## config.mk

```make
export PLATFORM = sky130hd
export DESIGN_NAME = rs_br
export DESIGN_NICKNAME = d
export VERILOG_FILES = /design/src/rtl/rs_br.sv
export SDC_FILE = /design/constraint.sdc
export NUM_CORES = 2
export LEC_CHECK = 0
export BUFFER_PORTS_ARGS = -buffer_cell sky130_fd_sc_hd__buf_2
export CORE_UTILIZATION = 29
export CTS_BUF_LIST = sky130_fd_sc_hd__clkbuf_8 sky130_fd_sc_hd__clkbuf_16
export DETAILED_ROUTE_END_ITERATION = 7
export PLACE_DENSITY = 0.43
export SLEW_MARGIN = 20
export SYNTH_ARGS = -nofsm -noshare
export SYNTH_HDL_FRONTEND = slang
export SYNTH_SLANG_ARGS = --single-unit
```

## constraint.sdc

```tcl
create_clock -name clk -period 2.9 [get_ports clk]
set_input_delay 0 -clock clk [delete_from_list [all_inputs] [get_ports clk]]
set_output_delay 0 -clock clk [all_outputs]
set_load 0.02 [all_outputs]
```

## src/rtl/rs_br.sv

```systemverilog
// In-order reservation station for the branch unit: circular queue of branch/JAL/JALR ops.
// Operands are captured from two CDB ports, and the head entry issues once it is complete.
module rs_br #(
  parameter int ENTRY_NUM = 4,
  parameter int TAG_W     = 6,
  parameter int DATA_W    = 32,
  parameter int PC_W      = 32,
  parameter int ALU_OP_W  = 4
) (
  input  logic                clk,
  input  logic                rst_n,
  input  logic                i_flush,
  input  logic                i_disp_vld,
  output logic                o_disp_rdy,
  input  logic                i_disp_is_jal,
  input  logic                i_disp_is_jalr,
  input  logic [ALU_OP_W-1:0] i_disp_alu_op,
  input  logic [DATA_W-1:0]   i_disp_rs1,
  input  logic                i_disp_rs1_rdy,
  input  logic [TAG_W-1:0]    i_disp_rs1_tag,
  input  logic [DATA_W-1:0]   i_disp_rs2,
  input  logic                i_disp_rs2_rdy,
  input  logic [TAG_W-1:0]    i_disp_rs2_tag,
  input  logic [PC_W-1:0]     i_disp_pc,
  input  logic [DATA_W-1:0]   i_disp_imm,
  input  logic [PC_W-1:0]     i_disp_pred,
  input  logic [TAG_W-1:0]    i_disp_rob_tag,
  input  logic                i_cdb0_vld,
  input  logic [TAG_W-1:0]    i_cdb0_tag,
  input  logic [DATA_W-1:0]   i_cdb0_data,
  input  logic                i_cdb1_vld,
  input  logic [TAG_W-1:0]    i_cdb1_tag,
  input  logic [DATA_W-1:0]   i_cdb1_data,
  input  logic                i_ex_accessable,
  output logic                o_is_vld,
  output logic                o_is_jal,
  output logic                o_is_jalr,
  output logic [ALU_OP_W-1:0] o_alu_op,
  output logic [DATA_W-1:0]   o_rs1,
  output logic [DATA_W-1:0]   o_rs2,
  output logic [PC_W-1:0]     o_pc,
  output logic [DATA_W-1:0]   o_imm,
  output logic [PC_W-1:0]     o_pred,
  output logic [TAG_W-1:0]    o_rob_tag
);

  localparam int PTR_W = $clog2(ENTRY_NUM);
  localparam int CNT_W = PTR_W + 1;

  logic                valid_q   [ENTRY_NUM];
  logic                is_jal_q  [ENTRY_NUM];
  logic                is_jalr_q [ENTRY_NUM];
  logic [ALU_OP_W-1:0] alu_op_q  [ENTRY_NUM];
  logic [DATA_W-1:0]   rs1_q     [ENTRY_NUM];
  logic                rs1_rdy_q [ENTRY_NUM];
  logic [TAG_W-1:0]    rs1_tag_q [ENTRY_NUM];
  logic [DATA_W-1:0]   rs2_q     [ENTRY_NUM];
  logic                rs2_rdy_q [ENTRY_NUM];
  logic [TAG_W-1:0]    rs2_tag_q [ENTRY_NUM];
  logic [PC_W-1:0]     pc_q      [ENTRY_NUM];
  logic [DATA_W-1:0]   imm_q     [ENTRY_NUM];
  logic [PC_W-1:0]     pred_q    [ENTRY_NUM];
  logic [TAG_W-1:0]    rob_tag_q [ENTRY_NUM];

  logic [PTR_W-1:0] head_q, tail_q;
  logic [CNT_W-1:0] count_q;

  logic              disp_acc;
  logic              disp_rs1_rdy, disp_rs2_rdy;
  logic [DATA_W-1:0] disp_rs1, disp_rs2;

  // Handshakes: a dispatch transfers on any edge where i_disp_vld && o_disp_rdy (and no flush);
  // o_disp_rdy depends on registered count only. An issue transfers on every edge where o_is_vld
  // is high; the branch unit has already granted it through i_ex_accessable.
  assign o_disp_rdy = (count_q != CNT_W'(ENTRY_NUM));
  assign disp_acc   = i_disp_vld && o_disp_rdy && !i_flush;
  assign o_is_vld   = valid_q[head_q] && rs1_rdy_q[head_q] && rs2_rdy_q[head_q]
                      && i_ex_accessable && !i_flush;

  assign o_is_jal  = is_jal_q[head_q];
  assign o_is_jalr = is_jalr_q[head_q];
  assign o_alu_op  = alu_op_q[head_q];
  assign o_rs1     = rs1_q[head_q];
  assign o_rs2     = rs2_q[head_q];
  assign o_pc      = pc_q[head_q];
  assign o_imm     = imm_q[head_q];
  assign o_pred    = pred_q[head_q];
  assign o_rob_tag = rob_tag_q[head_q];

  // Dispatch-time bypass: a missing operand broadcast in the dispatch cycle is stored as ready.
  always_comb begin
    disp_rs1_rdy = i_disp_rs1_rdy;
    disp_rs1     = i_disp_rs1;
    disp_rs2_rdy = i_disp_rs2_rdy;
    disp_rs2     = i_disp_rs2;
    if (!i_disp_rs1_rdy) begin
      if (i_cdb0_vld && (i_cdb0_tag == i_disp_rs1_tag)) begin
        disp_rs1_rdy = 1'b1;
        disp_rs1     = i_cdb0_data;
      end else if (i_cdb1_vld && (i_cdb1_tag == i_disp_rs1_tag)) begin
        disp_rs1_rdy = 1'b1;
        disp_rs1     = i_cdb1_data;
      end
    end
    if (!i_disp_rs2_rdy) begin
      if (i_cdb0_vld && (i_cdb0_tag == i_disp_rs2_tag)) begin
        disp_rs2_rdy = 1'b1;
        disp_rs2     = i_cdb0_data;
      end else if (i_cdb1_vld && (i_cdb1_tag == i_disp_rs2_tag)) begin
        disp_rs2_rdy = 1'b1;
        disp_rs2     = i_cdb1_data;
      end
    end
  end

  always_ff @(posedge clk or negedge rst_n) begin
    if (!rst_n) begin
      for (int i = 0; i < ENTRY_NUM; i++) begin
        valid_q[i]   <= 1'b0;
        is_jal_q[i]  <= 1'b0;
        is_jalr_q[i] <= 1'b0;
        alu_op_q[i]  <= '0;
        rs1_q[i]     <= '0;
        rs1_rdy_q[i] <= 1'b0;
        rs1_tag_q[i] <= '0;
        rs2_q[i]     <= '0;
        rs2_rdy_q[i] <= 1'b0;
        rs2_tag_q[i] <= '0;
        pc_q[i]      <= '0;
        imm_q[i]     <= '0;
        pred_q[i]    <= '0;
        rob_tag_q[i] <= '0;
      end
      head_q  <= '0;
      tail_q  <= '0;
      count_q <= '0;
    end else if (i_flush) begin
      for (int i = 0; i < ENTRY_NUM; i++) valid_q[i] <= 1'b0;
      head_q  <= '0;
      tail_q  <= '0;
      count_q <= '0;
    end else begin
      // Wakeup; port 0 wins when both ports carry the awaited tag.
      for (int i = 0; i < ENTRY_NUM; i++) begin
        if (valid_q[i] && !rs1_rdy_q[i]) begin
          if (i_cdb0_vld && (i_cdb0_tag == rs1_tag_q[i])) begin
            rs1_q[i]     <= i_cdb0_data;
            rs1_rdy_q[i] <= 1'b1;
          end else if (i_cdb1_vld && (i_cdb1_tag == rs1_tag_q[i])) begin
            rs1_q[i]     <= i_cdb1_data;
            rs1_rdy_q[i] <= 1'b1;
          end
        end
        if (valid_q[i] && !rs2_rdy_q[i]) begin
          if (i_cdb0_vld && (i_cdb0_tag == rs2_tag_q[i])) begin
            rs2_q[i]     <= i_cdb0_data;
            rs2_rdy_q[i] <= 1'b1;
          end else if (i_cdb1_vld && (i_cdb1_tag == rs2_tag_q[i])) begin
            rs2_q[i]     <= i_cdb1_data;
            rs2_rdy_q[i] <= 1'b1;
          end
        end
      end
      if (o_is_vld) begin
        valid_q[head_q] <= 1'b0;
        head_q          <= head_q + 1'b1;
      end
      if (disp_acc) begin
        valid_q[tail_q]   <= 1'b1;
        is_jal_q[tail_q]  <= i_disp_is_jal;
        is_jalr_q[tail_q] <= i_disp_is_jalr;
        alu_op_q[tail_q]  <= i_disp_alu_op;
        rs1_q[tail_q]     <= disp_rs1;
        rs1_rdy_q[tail_q] <= disp_rs1_rdy;
        rs1_tag_q[tail_q] <= i_disp_rs1_tag;
        rs2_q[tail_q]     <= disp_rs2;
        rs2_rdy_q[tail_q] <= disp_rs2_rdy;
        rs2_tag_q[tail_q] <= i_disp_rs2_tag;
        pc_q[tail_q]      <= i_disp_pc;
        imm_q[tail_q]     <= i_disp_imm;
        pred_q[tail_q]    <= i_disp_pred;
        rob_tag_q[tail_q] <= i_disp_rob_tag;
        tail_q            <= tail_q + 1'b1;
      end
      case ({disp_acc, o_is_vld})
        2'b10:   count_q <= count_q + 1'b1;
        2'b01:   count_q <= count_q - 1'b1;
        default: count_q <= count_q;
      endcase
    end
  end

endmodule

```

# --- Word level (Yosys, flattened, before mapping) ---
# Cells that the tools add are included.
op_classes:
  reduce_logical: 49
  bitwise_logic: 6
  add_sub_neg: 4
  magnitude_cmp: 4
  muxes: 149
  eq_ne: 23
ops:
  columns: ["cell", "n"]
  rows:
  - ["two-way mux 32 bit", 49]
  - ["bitwise mux 128 bit", 5]
  - ["binary-select mux 32 bit (select 2 bit)", 5]
  - ["two-way mux 128 bit", 2]
  - ["equality test 6 bit", 20]
  - ["bitwise mux 24 bit", 3]
  - ["demux 32 bit (select 2 bit)", 1]
  - ["two-way mux 1 bit", 50]
  - ["logical AND 1 bit", 36]
  - ["two-way mux 4 bit", 9]
  - ["two-way mux 6 bit", 3]
  - ["bitwise mux 16 bit", 1]
  - ["bitwise mux 4 bit", 4]
  - ["binary-select mux 6 bit (select 2 bit)", 1]
  - ["demux 6 bit (select 2 bit)", 1]
  - ["binary-select mux 1 bit (select 2 bit)", 5]
  - ["zero test 1 bit", 9]
  - ["binary-select mux 4 bit (select 2 bit)", 1]
  - ["demux 4 bit (select 2 bit)", 1]
  - ["two-way mux 2 bit", 4]
  - [">= comparator 3 bit (second input constant)", 2]
  - ["< comparator 3 x 1 -> 1 bit (second input constant)", 2]
  - ["NOT 2 -> 3 bit", 2]
  - ["one-hot mux 3 bit (2 select lines)", 1]
  - ["other kinds (15)", 18]
totals:
  reg_bits: 755
  word_cells: 294

# --- Logic depth before layout (Yosys ltp) ---
depth:
  word_depth: 13
  mapped_depth: 11
  depth_no_buf: 9

# --- Worst setup path before layout ---
# Ideal clock, no wire load.
synth_timing:
  path_kind: "reg-to-reg"
  startpoint: "register count_q[2]"
  endpoint: "register count_q[2]"
  period_less_slack_ns: 2.115
  setup_time_ns: 0.132
  arrival_ns: 1.983
  path_stages_with_launch: 11
  slack_ns: 0.785
  path_buffers: 1
  required_ns: 2.768
  path_cell_list: "dfrtp_1 nor3b_2 inv_2 and2_1 clkbuf_1 nor3_1 fa_1 and3_1 mux2i_1 xor2_1 nor2_1"
synth_via:
  elab_chain_cells: 6
  word_cells_on_any_way: 10
  cone_classes: "add/sub (2); eq/ne (3); mux (2); reduce/logical (3)"
synth_rtl:
  columns: ["item", "line", "source"]
  rows:
  - ["start, declared", "66", "logic [CNT_W-1:0] count_q;"]
  - ["start signal, assigned", "186", "2'b10: count_q <= count_q + 1'b1;"]
  - ["start signal, assigned", "187", "2'b01: count_q <= count_q - 1'b1;"]
  - ["start signal, assigned", "188", "default: count_q <= count_q;"]
  - ["!= test 3 bit (*)", "75", "assign o_disp_rdy = (count_q != CNT_W'(ENTRY_NUM));"]
  - ["via o_disp_rdy", "14", "output logic o_disp_rdy,"]
  - ["logical AND 1 bit (*) (2 in series)", "76", "assign disp_acc = i_disp_vld && o_disp_rdy && !i_flush;"]
  - ["equality test 2 x 1 -> 1 bit or equality test 2 bit (tied branches)", "185", "case ({disp_acc, o_is_vld})"]
  - ["one-hot mux 3 bit (2 select lines)", "185", null]
  - ["two-way mux 3 bit", "137", "end else if (i_flush) begin"]
# The timed path passes the listed nets; every way through them passes the cells marked *.
# A chain may end at the register's enable or synchronous reset.

# --- Worst setup path in the final report ---
layout_timing:
  startpoint: "input port i_disp_rs2_tag[3]"
  endpoint: "register rs2_q[22] (netlist bit)"
layout_via:
  elab_chain_cells: 7
  word_cells_on_any_way: 9
  cone_classes: "eq/ne (2); mux (5); reduce/logical (2)"
layout_rtl:
  columns: ["item", "line", "source"]
  rows:
  - ["start, declared", "23", "input logic [TAG_W-1:0] i_disp_rs2_tag,"]
  - ["equality test 6 bit", "109", "end else if (i_cdb1_vld && (i_cdb1_tag == i_disp_rs2_tag)) begin"]
  - ["logical AND 1 bit", "109", null]
  - ["two-way mux 32 bit", "109", null]
  - ["two-way mux 32 bit (*)", "106", "if (i_cdb0_vld && (i_cdb0_tag == i_disp_rs2_tag)) begin"]
  - ["two-way mux 32 bit (*)", "105", "if (!i_disp_rs2_rdy) begin"]
  - ["bitwise mux 128 bit (*)", "176", "rs2_q[tail_q] <= disp_rs2;"]
  - ["two-way mux 128 bit (*)", "168", "if (disp_acc) begin"]
  - ["end signal, assigned by index", "156", "rs2_q[i] <= i_cdb0_data;"]
  - ["end signal, assigned by index", "159", "rs2_q[i] <= i_cdb1_data;"]
  - ["end signal, assigned by index", "176", null]
  - ["end, declared", "57", "logic [DATA_W-1:0] rs2_q [ENTRY_NUM];"]
# Mark *: on every way between the ends. The rest lies on a longest branch, timed or not.

==> impl_metrics.py <==
metrics = {
    "synthesis": {
        "number_of_synthesized_flops_with_an_enable_pin": 0,
        "synth_top_cells_by_count": "1704 x nand2_1, 755 x dfrtp_1, 287 x clkbuf_1",
        "synth.distinct_cells": 79,
        "ys_seq_elements": 755,
        "asyncSetResetFlopFracSynth": 1.000,
        "synth-seq-area-share": 0.4222,
        "mappedNetlistArea_um2": 44750,
        "synth_top_area_cell": "dfrtp_1",
        "net_count_synth": 5408,
        "synth_area_per_cell_um2": 8.724,
        "synth.most_common_cell": "nand2_1",
        "yosys_warnings": 0,
        "netlist.area_leader.share": 0.4222,
        "synth_cells": 5130,
        "ys.flop_type": "dfrtp_1",
        "synthTopCellsByArea": "dfrtp_1 42%, nand2_1 14%, mux4_2 8.7%",
    },
    "worst_setup_path": {
        "worst-setup-path-type": "input port to flip-flop",
        "cp.required_ns": 3.50,
        "maximum_fanout_count_along_the_critical_path": 11,
        "type_of_origin_of_the_critical_path": "input port",
        "minimum_setup_slack_among_reg_to_reg_paths_ns": 0.13,
        "endpoint_kind": "flip-flop",
        "critical_path_arrival_ns": 3.39,
    },
    "final_layout": {
        "fin_util": 0.3689,
        "finish.instance_area_um2": 56310,
        "cell_count_final_fillers_out": 7832,
        "register_area_um2": 18900,
        "post_route_cells_drive_above_1_share": 0.1775,
        "final.fill_count": 15590,
        "layout.nets": 5995,
        "synthToLayoutAreaGrowth_pct": 25.82,
        "multi_input_area_um2": 23680,
    },
    "die": {
        "core_um2": 152600,
        "die_x_extent_um": 394.8,
        "boundaryPins": 443,
        "initial_core_util": 0.2932,
        "die_area_um2": 155900,
        "placementRows": 143,
        "fp.dieH_um": 394.8,
    },
    "routing": {
        "routed_wl_um": 223100,
        "route.detailed.vias_per_inst": 5.702,
        "initial_drt_pass_iterations": 6,
        "ant_nets": 0,
        "detail_route.wl_per_cell_um": 28.49,
        "drc": 0,
        "via_count": 44660,
        "detailedRoute.firstIterationViolations": 5052,
    },
    "global_route": {
        "grt_start_max_net_pins": 118,
        "first_global_vias": 44640,
        "gr-usage-all-layers": 0.2790,
        "antenna_violations_before_repair": 19,
        "grt_pass1_wl_um": 323200,
        "grt.overflow.total": 0,
    },
    "place": {
        "dp_cells": 7325,
        "gp_congestion": 0.9115,
        "postPlaceCellArea_um2": 49800,
        "port_buffers": 442,
        "post-dp-hpwl_um": 137200,
        "pre_cts_slack_ns": 0.3120,
    },
    "cts": {
        "cts_h_tree_depth": 3,
        "clockBufferDepth": 3,
        "cts.reportedPaths.clkPinSlew_ns": 0.06,
        "source_to_sink_clock_delay_at_the_later_pin_of_the_worst_skew_pair_ns": 0.75,
        "tritoncts": "yes",
        "cts_made_buffers": 95,
        "cts_root_buffer": "clkbuf_16",
        "numClockSinks": 755,
    },
    "pwr": {
        "seq_power_share": 0.396,
        "vdd.ir_drop.worst_mv": 0.5455,
        "p_leak_nw": 25.53,
        "clock_power_frac": 0.331,
        "power.share.switching": 0.3484,
        "pwr_density_cell_nw_per_um2": 651.7,
        "finalPower_mw": 36.69,
        "internal_power_mw": 23.91,
        "power.switching_mw": 12.78,
        "p_comb_frac": 0.273,
    },
    "sta": {
        "hold-worst-slack_ns": 0.03933,
        "tightest_slew_ns": 1.100,
        "setup_slack_ns": 0.1153,
        "fmaxAchievable_mhz": 359.1,
        "period_share": 0.9602,
        "post-route-min-period_ns": 2.785,
        "fin_tns_setup_ns": 0,
        "timing_hold_violations_final": 0,
        "timing_max_transition_violations_final": 0,
        "skew_ns": 0.05390,
        "grt_setup_unrepaired": "yes",
        "setup_viol_count_final": 0,
        "slew_headroom": 0.2639,
    },
    "status": {
        "outcome": "complete, no violations",
    },
    "worst_hold_path": {
        "worst_hold_path_type": "input port to flip-flop",
    },
    "run": {
        "maxCapViolCount": 0,
    },
}
layout make-up:
type	instances	share of cell area
inverter	76	0.005067
timing repair buffer	959	0.1371
clock inverter	53	0.007689
clock buffer	120	0.04833
antenna	9	0.0004000
tap	2030	0.04511
multi-input combinational	3830	0.4206
sequential	755	0.3357
final timing paths:
path | start | endpoint | cells past startpoint
hold reg to reg | pred_q[34] | pred_q[34] | 2
hold / removal | i_cdb1_vld | rs1_rdy_q[2] | 5
min in group asynchronous | rst_n | rs2_q[106] | 3
max in group asynchronous | rst_n | rs1_q[48] | 4
setup reg to reg | count_q[2] | rs2_q[24] | 7
setup / recovery | i_disp_rs2_tag[3] | rs2_q[22] | 10
routing by layer:
metal	global-route usage	vias up	routed length [um]
met5	0	-	147
met2	0.4271	2422	99380
met3	0.06742	596	20230
met1	0.3602	22230	89490
li1	-	19390	-
met4	0.1558	20	13900
flip-flops by register name, summed over array words and instances, names as in the netlist, 16 cells and up:
signal     count
pred_q       128
pc_q         128
imm_q        128
rs2_q        128
rs1_tag_q     24
rob_tag_q     24
alu_op_q      16
rs1_q        128
rs2_tag_q     24
power groups by stage:
stage                     registers (mW)  clock network [mW]  logic (mW)
after floorplan                     14.2                   0        6.30
after global placement              14.6                   0        9.45
after detailed placement            14.6                   0        9.59
after CTS                           14.5                12.5        9.98
after global routing                14.8                12.8        10.9
final                               14.5                12.2        10.0
cell usage in the layout (no fill, tap or decap), drive strengths merged, types with 107 or more instances in the layout:
| cell | Yosys | routed |
|---|---|---|
| nand2 | 1704 | 1704 |
| nor2 | 270 | 270 |
| a31oi | 107 | 107 |
| inv | 76 | 112 |
| dlygate4sd3 | 0 | 319 |
| mux4 | 172 | 172 |
| clkbuf | 289 | 121 |
| nor3 | 139 | 139 |
| nand3 | 198 | 198 |
| dfrtp | 755 | 755 |
| o211ai | 172 | 172 |
| buf | 180 | 639 |
kinds of logic after synthesis:
| logic type | synth area share |
|---|---|
| xor gates and xnor gates | 0.02463 |
| and+or+nand+nor | 0.2494 |
| buffers and inverters | 0.05200 |
| DFF | 0.4222 |
| adders and majority gates | 0.002684 |
| muxes | 0.08723 |
| AOI/OAI and AO/OA | 0.1618 |
repair_timing:
action	CTS	global route
pin swaps	0	3
endpoints found under the setup margin	1	52
gates cloned	0	1
hold endpoints to repair	1450	0
hold buffers	320	0
setup buffers	0	4
gates resized for setup	1	14
critical path: stages:
cell	delay, ns
dlygate4sd3_1	0.55
buf_2	0.24
xnor2_1	0.16
nand3_2	0.37
nor2_1	0.63
o21ba_2	0.26
nor2_2	0.04
buf_4	0.20
a221o_1	0.35
dlygate4sd3_1	0.56
Power figures use the tool's default switching activity.
